[config.mk]
export PLATFORM = sky130hd
export DESIGN_NAME = fx2_source_arbiter
export DESIGN_NICKNAME = d
export VERILOG_FILES = /design/src/rtl/fx2_pkg.sv /design/src/rtl/fx2_rr_arbiter.sv /design/src/rtl/fx2_source_arbiter.sv
export SDC_FILE = /design/constraint.sdc
export NUM_CORES = 1
export LEC_CHECK = 0
export ABC_AREA = 1
export CAP_MARGIN = 20
export CORE_MARGIN = 8
export CORE_UTILIZATION = 35
export DETAILED_ROUTE_END_ITERATION = 16
export HOLD_SLACK_MARGIN = 0.1
export MAX_ROUTING_LAYER = met4
export PLACE_DENSITY = 0.63
export SKIP_LAST_GASP = 1
export SYNTH_ARGS = -nofsm -noshare
export SYNTH_HDL_FRONTEND = slang
export SYNTH_SLANG_ARGS = --single-unit
[constraint.sdc]
create_clock -name FX2_CLK -period 3.44 [get_ports FX2_CLK]
set_clock_uncertainty 0.2 [all_clocks]
set_input_delay 0.86 -clock FX2_CLK [delete_from_list [all_inputs] [get_ports FX2_CLK]]
set_output_delay 0.86 -clock FX2_CLK [all_outputs]
set_load 0.03 [all_outputs]
[src/rtl/fx2_pkg.sv]
// -----------------------------------------------------------------------------
// fx2_pkg
// Shared definitions for the FX2 source arbiter: serializer state encoding,
// frame header marker, PC command opcodes, frame length and the LENGTH
// saturation value, plus a saturating byte-count helper.
// -----------------------------------------------------------------------------
package fx2_pkg;

  typedef enum logic [1:0] {
    ST_IDLE = 2'd0,
    ST_HDR  = 2'd1,
    ST_HI   = 2'd2,
    ST_LO   = 2'd3
  } state_t;

  localparam logic        HDR_MARKER  = 1'b1;
  localparam logic [3:0]  OP_ENABLE   = 4'hA;
  localparam logic [7:0]  OP_CLEAR    = 8'hC0;
  localparam logic [15:0] FRAME_BYTES = 16'd3;
  localparam logic [15:0] LENGTH_MAX  = 16'hFFFF;

  // Adds one complete frame to a byte count, sticking at LENGTH_MAX.
  function automatic logic [15:0] add_frame_sat(input logic [15:0] count);
    logic [16:0] sum;
    sum = {1'b0, count} + {1'b0, FRAME_BYTES};
    return sum[16] ? LENGTH_MAX : sum[15:0];
  endfunction

endpackage

[src/rtl/fx2_rr_arbiter.sv]
// -----------------------------------------------------------------------------
// fx2_rr_arbiter
// Purely combinational round-robin selector. Searches the eligible mask
// upward from (last_grant + 1) mod N_SRC with wrap and returns the first hit.
//
// Build option: define FX2_ARB_STRICT0_EN to give source 0 absolute priority;
// the remaining sources still rotate among themselves.
//
// Ports:
//   eligible    in  N_SRC  sources that are valid and enabled
//   last_grant  in  2      id of the most recent grant
//   grant       out N_SRC  one-hot grant (all zero when nothing eligible)
//   grant_id    out 2      binary id of the granted source
//   grant_any   out 1      a grant is being offered
// -----------------------------------------------------------------------------
module fx2_rr_arbiter #(
  parameter int N_SRC = 4
) (
  input  logic [N_SRC-1:0] eligible,
  input  logic [1:0]       last_grant,
  output logic [N_SRC-1:0] grant,
  output logic [1:0]       grant_id,
  output logic             grant_any
);

  logic found;

  // NOTE: every output of this block is defaulted first so that no path
  // through the loops can leave a value unassigned and infer a latch.
  always_comb begin
    grant    = '0;
    grant_id = '0;
    found    = 1'b0;

`ifdef FX2_ARB_STRICT0_EN
    if (eligible[0]) begin
      grant[0] = 1'b1;
      found    = 1'b1;
    end
`endif

    // Offset 1 is the highest priority, offset N_SRC (last_grant itself) the
    // lowest. Both loops have constant bounds and unroll fully.
    for (int off = 1; off <= N_SRC; off++) begin
      for (int i = 0; i < N_SRC; i++) begin
        if (!found && eligible[i] && (i == (int'(last_grant) + off) % N_SRC)) begin
          grant[i] = 1'b1;
          grant_id = 2'(i);
          found    = 1'b1;
        end
      end
    end

    grant_any = found;
  end

endmodule

[src/rtl/fx2_source_arbiter.sv]
// -----------------------------------------------------------------------------
// fx2_source_arbiter
// Shares the FPGA->PC byte path of the FX2 FIFO interface between up to four
// pulse-registration sources. One 16-bit event word is captured per grant and
// sent as a 3-byte frame: header {1, seq[2:0], 00, id[1:0]}, high, low.
// Complete-frame bytes are counted and reported through REQUEST_LENGTH;
// PCINSTRUCTION 8'hAx sets the source enable mask, 8'hC0 clears cnt/LENGTH/seq.
//
// Build option: FX2_ARB_STRICT0_EN (see fx2_rr_arbiter) - source 0 strict
// priority. Frame format and length accounting do not depend on it.
//
// Ports:
//   FX2_CLK               in  1         interface clock, rising edge
//   RESET_N               in  1         asynchronous active-low reset
//   SRC_VALID             in  N_SRC     source has a word pending
//   SRC_DATA              in  16*N_SRC  event words, source i at [16i+15:16i]
//   SRC_ACK               out N_SRC     one-cycle pulse, word captured
//   FPGA_WORD             out 8         byte offered to the FX2
//   FPGA_WORD_AVAILIABLE  out 1         FPGA_WORD valid
//   FPGA_WORD_ACCEPTED    in  1         byte taken this cycle
//   PCINSTRUCTION         in  8         PC command byte, 0 = none
//   REQUEST_LENGTH        in  1         PC length query pulse
//   LENGTH                out 16        snapshot of complete-frame bytes
//   SRC_ENABLE            out N_SRC     current enable mask
// -----------------------------------------------------------------------------
module fx2_source_arbiter
  import fx2_pkg::*;
#(
  parameter int N_SRC = 4
) (
  input  logic                  FX2_CLK,
  input  logic                  RESET_N,
  input  logic [N_SRC-1:0]      SRC_VALID,
  input  logic [16*N_SRC-1:0]   SRC_DATA,
  output logic [N_SRC-1:0]      SRC_ACK,
  output logic [7:0]            FPGA_WORD,
  output logic                  FPGA_WORD_AVAILIABLE,
  input  logic                  FPGA_WORD_ACCEPTED,
  input  logic [7:0]            PCINSTRUCTION,
  input  logic                  REQUEST_LENGTH,
  output logic [15:0]           LENGTH,
  output logic [N_SRC-1:0]      SRC_ENABLE
);

  state_t             state_q, state_d;
  logic [15:0]        hold_q;
  logic [1:0]         id_q;
  logic [1:0]         last_grant_q;
  logic [N_SRC-1:0]   ack_q;
  logic [2:0]         seq_q;
  logic [15:0]        cnt_q;
  logic [15:0]        length_q;
  logic [N_SRC-1:0]   enable_q;

  logic [N_SRC-1:0]   grant;
  logic [1:0]         grant_id;
  logic               grant_any;
  logic               grant_fire;
  logic [15:0]        sel_word;
  logic               lo_done;
  logic [15:0]        cnt_plus;
  logic               cmd_clear;
  logic               cmd_enable;

  fx2_rr_arbiter #(.N_SRC(N_SRC)) u_arb (
    .eligible   (SRC_VALID & enable_q),
    .last_grant (last_grant_q),
    .grant      (grant),
    .grant_id   (grant_id),
    .grant_any  (grant_any)
  );

  assign grant_fire = (state_q == ST_IDLE) && grant_any;
  assign lo_done    = (state_q == ST_LO) && FPGA_WORD_ACCEPTED;
  assign cnt_plus   = lo_done ? add_frame_sat(cnt_q) : cnt_q;
  assign cmd_clear  = (PCINSTRUCTION == OP_CLEAR);
  assign cmd_enable = (PCINSTRUCTION[7:4] == OP_ENABLE);

  // Word of the granted source (grant is one-hot or zero).
  always_comb begin
    sel_word = '0;
    for (int i = 0; i < N_SRC; i++) begin
      if (grant[i]) sel_word = SRC_DATA[16*i +: 16];
    end
  end

  // Next-state logic. ACCEPTED only matters while a byte is on offer.
  always_comb begin
    state_d = state_q;
    unique case (state_q)
      ST_IDLE: if (grant_any)          state_d = ST_HDR;
      ST_HDR:  if (FPGA_WORD_ACCEPTED) state_d = ST_HI;
      ST_HI:   if (FPGA_WORD_ACCEPTED) state_d = ST_LO;
      ST_LO:   if (FPGA_WORD_ACCEPTED) state_d = ST_IDLE;
      default:                         state_d = ST_IDLE;
    endcase
  end

  // Byte outputs come only from registered state, so the FX2 side never sees
  // a combinational path from FPGA_WORD_ACCEPTED.
  always_comb begin
    FPGA_WORD            = 8'h00;
    FPGA_WORD_AVAILIABLE = 1'b0;
    unique case (state_q)
      ST_HDR: begin
        FPGA_WORD            = {HDR_MARKER, seq_q, 2'b00, id_q};
        FPGA_WORD_AVAILIABLE = 1'b1;
      end
      ST_HI: begin
        FPGA_WORD            = hold_q[15:8];
        FPGA_WORD_AVAILIABLE = 1'b1;
      end
      ST_LO: begin
        FPGA_WORD            = hold_q[7:0];
        FPGA_WORD_AVAILIABLE = 1'b1;
      end
      default: ;
    endcase
  end

  // NOTE: the hold register is reset along with the control state even though
  // it is only read after a capture; it is a single word, and a defined value
  // keeps FPGA_WORD deterministic from the very first frame.
  always_ff @(posedge FX2_CLK or negedge RESET_N) begin
    if (!RESET_N) begin
      state_q      <= ST_IDLE;
      hold_q       <= '0;
      id_q         <= '0;
      last_grant_q <= 2'(N_SRC - 1);
      ack_q        <= '0;
    end else begin
      // NOTE: non-blocking assignments so every register samples the values
      // from before this edge, independent of statement order.
      state_q <= state_d;
      ack_q   <= grant_fire ? grant : '0;
      if (grant_fire) begin
        hold_q       <= sel_word;
        id_q         <= grant_id;
        last_grant_q <= grant_id;
      end
    end
  end

  // Sequence number, byte count, length snapshot and enable mask. A clear
  // command overrides both a same-cycle length request and frame completion.
  always_ff @(posedge FX2_CLK or negedge RESET_N) begin
    if (!RESET_N) begin
      seq_q    <= '0;
      cnt_q    <= '0;
      length_q <= '0;
      enable_q <= '1;
    end else begin
      if (cmd_enable) enable_q <= PCINSTRUCTION[N_SRC-1:0];

      if (cmd_clear) begin
        seq_q    <= '0;
        cnt_q    <= '0;
        length_q <= '0;
      end else begin
        if (lo_done) seq_q <= seq_q + 3'd1;
        if (REQUEST_LENGTH) begin
          length_q <= cnt_plus;
          cnt_q    <= '0;
        end else begin
          cnt_q    <= cnt_plus;
        end
      end
    end
  end

  assign SRC_ACK    = ack_q;
  assign LENGTH     = length_q;
  assign SRC_ENABLE = enable_q;

endmodule

==> summary.txt <==
Clock tree
  – Clk Latency, worst-skew pair: approximately 0.32 ns
  – CTS tree: yes
  – CTS Hold Buffers Added: 0
  – CTS H-tree depth: 3
  – CTS buffer count: 9
  – Clock transition at path regs: about 0.050 ns
  – Longest Clk Path Bufs: 2
  – CTS Sinks: 65
  – Clock root buffer: clkbuf_16

Timing
  – Setup_tns: 0 ns
  – Fmax: slightly above 300 MHz
  – Final slew viol count: 0
  – RSZ-0062 raised after global routing: yes
  – Final worst setup slack: roughly 0.13 ns
  – Tcrit/Tclk final: approximately 96%
  – Final setup violating endpoints: 0
  – Minimum clock period: approximately 3.3 ns
  – Fin Hold WS: around 0.28 ns
  – Max-slew headroom: 54.6%
  – Worst-Margin Slew: between 0.6 and 0.7 ns
  – Final Hold Fails: 0

Worst setup path
  – Slowest stage cell on the critical path: clkdlybuf4s50_1
  – Max stage delay on crit path: ~0.66 ns
  – CP top delay family: buffers and inverters
  – Startpoint types: flop
  – Crit path buffers/inverters: 4
  – Worst Path Required: ~2.4 ns
  – CP endpoint kind: output pin
  – Arr. time, crit path: 2.25 ns
  – Critical path fanouts, max: 6
  – Critical path type: reg2out
  – Crit path cell chain: inv_1 -> ha_1 -> buf_4 -> nand2_1 -> nand3_1 -> nand2_1 -> inv_1 -> clkdlybuf4s50_1

Synthesis
  – FF+latch count, synth: 65
  – Net Count, Synth: a little under 700
  – Synth Area per Inst: 7.13 µm²
  – Synth async-reset ratio: 100%
  – Count leader, synth: nand2_1
  – Top cells by count, synth: 187 x nand2_1, 72 x inv_1, 59 x dfrtp_1, 55 x nand3_1, 45 x nor2_1
  – Share of the synthesized area in the top cell type: between 30% and 40%
  – Cell taking the most area after synthesis: dfrtp_1
  – Ys Warns: 0
  – Cells after Synth: slightly below 600
  – EDFF count, synth: 0
  – Distinct cell type count after synthesis: a little over 40
  – Register area share after synthesis: approximately two fifths
  – Area contributors post-synth: dfrtp_1 35%, nand2_1 17%, nand3_1 6.5%
  – Cell Area, Synth: 0.00421 mm²
  – Top FF cell, synth: dfrtp_1

Drt
  – Starting DRT DRC Count: 256
  – Routed Antenna Nets: 0
  – Vias per inst: between 4 and 5
  – Final wirelength: around 12000 µm
  – Wl on met1: between 5000 and 6000 µm
  – Total number of vias: 4122
  – DR pass1 iterations: 4
  – WL met2: ~5300 µm
  – Top routing layer used: met4
  – DRC viols: 0
  – Metal3 WL: 678 µm
  – Wire per inst: approximately 14 µm

Pwr
  – Pwr dens: roughly 700 mW/mm²
  – Worst IR Drop VDD: roughly 0.31 mV
  – Combinational share of power: between 50% and 60%
  – Switching share of total power: between 40% and 50%
  – Power share of the clock group: about 22%
  – Sequential Power Share: roughly a quarter
  – Cell Int Power: 0.00238 W
  – Leak: slightly below 3 nW
  – Switch Pwr: 0.00174 W

Floorplan
  – Core ar.: 0.0119 mm²
  – DIE WIDTH: 126 µm
  – DIE HEIGHT: about 130 µm
  – Initial core utilization: a little over a third
  – Top Ports: 113
  – Rows: 40
  – Die area: about 0.016 mm²

Cells and area
  – Final design utilization: 49.8%
  – Fraction of layout cells with a size suffix above 1: 15.1%
  – Area growth, synth to finish: 40.4%
  – Final std cells w/o fill: 872
  – Nets: approximately 800

Place
  – Dpl ws: -0.0284 ns
  – Placed cells: 855
  – Port bufs: approximately 110
  – GPL Wtd Cong: around 0.90
  – DPL Wire Length: about 9600 µm

Global route
  – Initial antenna violation count: 1
  – Tot GR Track Use: between 10% and 20%
  – Vias in the first global route: 4390
  – Largest net degree at the start of global routing: 39
  – Total grt overflow: 0
  – First-pass GRT wire length: between 20000 and 25000 µm

Flow run
  – Max capacitance violation total: 0

Status
  – Status: finished, final reports clean

Hold path
  – Min-Delay Path Class: reg2reg
==> cell families after synthesis <==
logic type               Yosys count  share of synthesized area [%]
buffers and inverters            103                           10.3
AND/OR/NAND/NOR                  345                           38.2
XOR/XNOR                           9                           1.87
AO/OA/AOI/OAI                     60                           8.23
adder cells (fa/ha/maj)            7                           2.08
flip-flops                        65                           38.8
multiplexers                       2                          0.535
==> worst reg2reg max path: stages, from the launching register on <==
cell	delay (ns)
dfstp_2	0.59
nor2_2	0.08
nand2_2	0.10
clkinv_1	0.09
nor2_2	0.14
nand4_1	0.10
nor2_2	0.16
nand2_1	0.09
nor2_2	0.10
nand2_1	0.09
nand3_2	0.08
inv_2	0.14
nand2_4	0.24
nand2_1	0.09
nand2_1	0.06
nand3_1	0.09
nand2_1	0.11
nand2_1	0.05
==> layout by cell type (no fill, tap or decap), types with 3 or more instances in the layout <==
cell type          n
a21oi_1           26
buf_12             3
buf_4             20
clkbuf_16          9
clkdlybuf4s50_1  110
dfrtp_1           59
dfstp_2            6
ha_1               6
inv_1             72
inv_2             12
nand2_1          187
nand2_2           17
nand3_1           55
nand3_2            6
nand4_1            7
nand4_2            5
nor2_1            45
nor2_2             6
nor2_4             5
nor3_1             3
o21ai_0           23
xor2_1             7
==> final timing paths <==
| check | start | end | slack, ns | cells after the start |
|---|---|---|---|---|
| setup / recovery | state_q[0] | FPGA_WORD[0] | 0.13 | 8 |
| hold / removal | LENGTH[4] | LENGTH[4] | 0.28 | 2 |
| setup reg to reg | last_grant_q[1] | hold_q[4] | 0.74 | 17 |
| hold reg to reg | LENGTH[4] | LENGTH[4] | 0.28 | 2 |
| max in group asynchronous | RESET_N | last_grant_q[1] | 1.97 | 2 |
| min in group asynchronous | RESET_N | LENGTH[8] | 0.37 | 1 |
==> power by group through the flow <==
stage | clock, W | combinational [W] | sequential (W)
after floorplan | 0 | 0.00148 | 0.00112
after global placement | 0 | 0.00213 | 0.00110
after detailed placement | 0 | 0.00214 | 0.00110
after CTS | 0.000915 | 0.00215 | 0.00109
after global routing | 0.000955 | 0.00240 | 0.00111
final | 0.000899 | 0.00213 | 0.00109
==> repair_timing <==
item | 4_1_cts | 5_1_grt
endpoints found under the setup margin | 0 | 1
resized for setup | 0 | 2
buffers inserted | 0 | 0
==> layer usage <==
metal	GRT usage (%)	up-vias
met5	-	-
met4	4.58	0
met3	4.09	18
met2	25.1	122
met1	19.6	1867
li1	-	2115
==> cell type report <==
class	instances	area, µm²
Clock buffer	11	243
Tap cell	147	184
Timing Repair Buffer	135	1330
Antenna cell	1	2.50
Fill cell	1142	5950
Inverter	85	319
Clock inverter	5	55.1
Multi-Input combinational cell	423	2150
Sequential cell	65	1630
==> sequential cells by signal, summed over array words and instances, names as in the netlist <==
| signal | cells |
|---|---|
| LENGTH | 16 |
| cnt_q | 16 |
| hold_q | 16 |
| SRC_ACK | 4 |
| SRC_ENABLE | 4 |
| seq_q | 3 |
| id_q | 2 |
| last_grant_q | 2 |
| state_q | 2 |
==> through the flow <==
stage	total power, W	instance area (µm²)
4_1_cts	0.00415	5900
3_3_place_gp	0.00323	5610
6_report	0.00412	5910
2_1_floorplan	0.00260	4210
5_1_grt	0.00447	5910
3_5_place_dp	0.00324	5610
(Power assumes the default switching activity.)
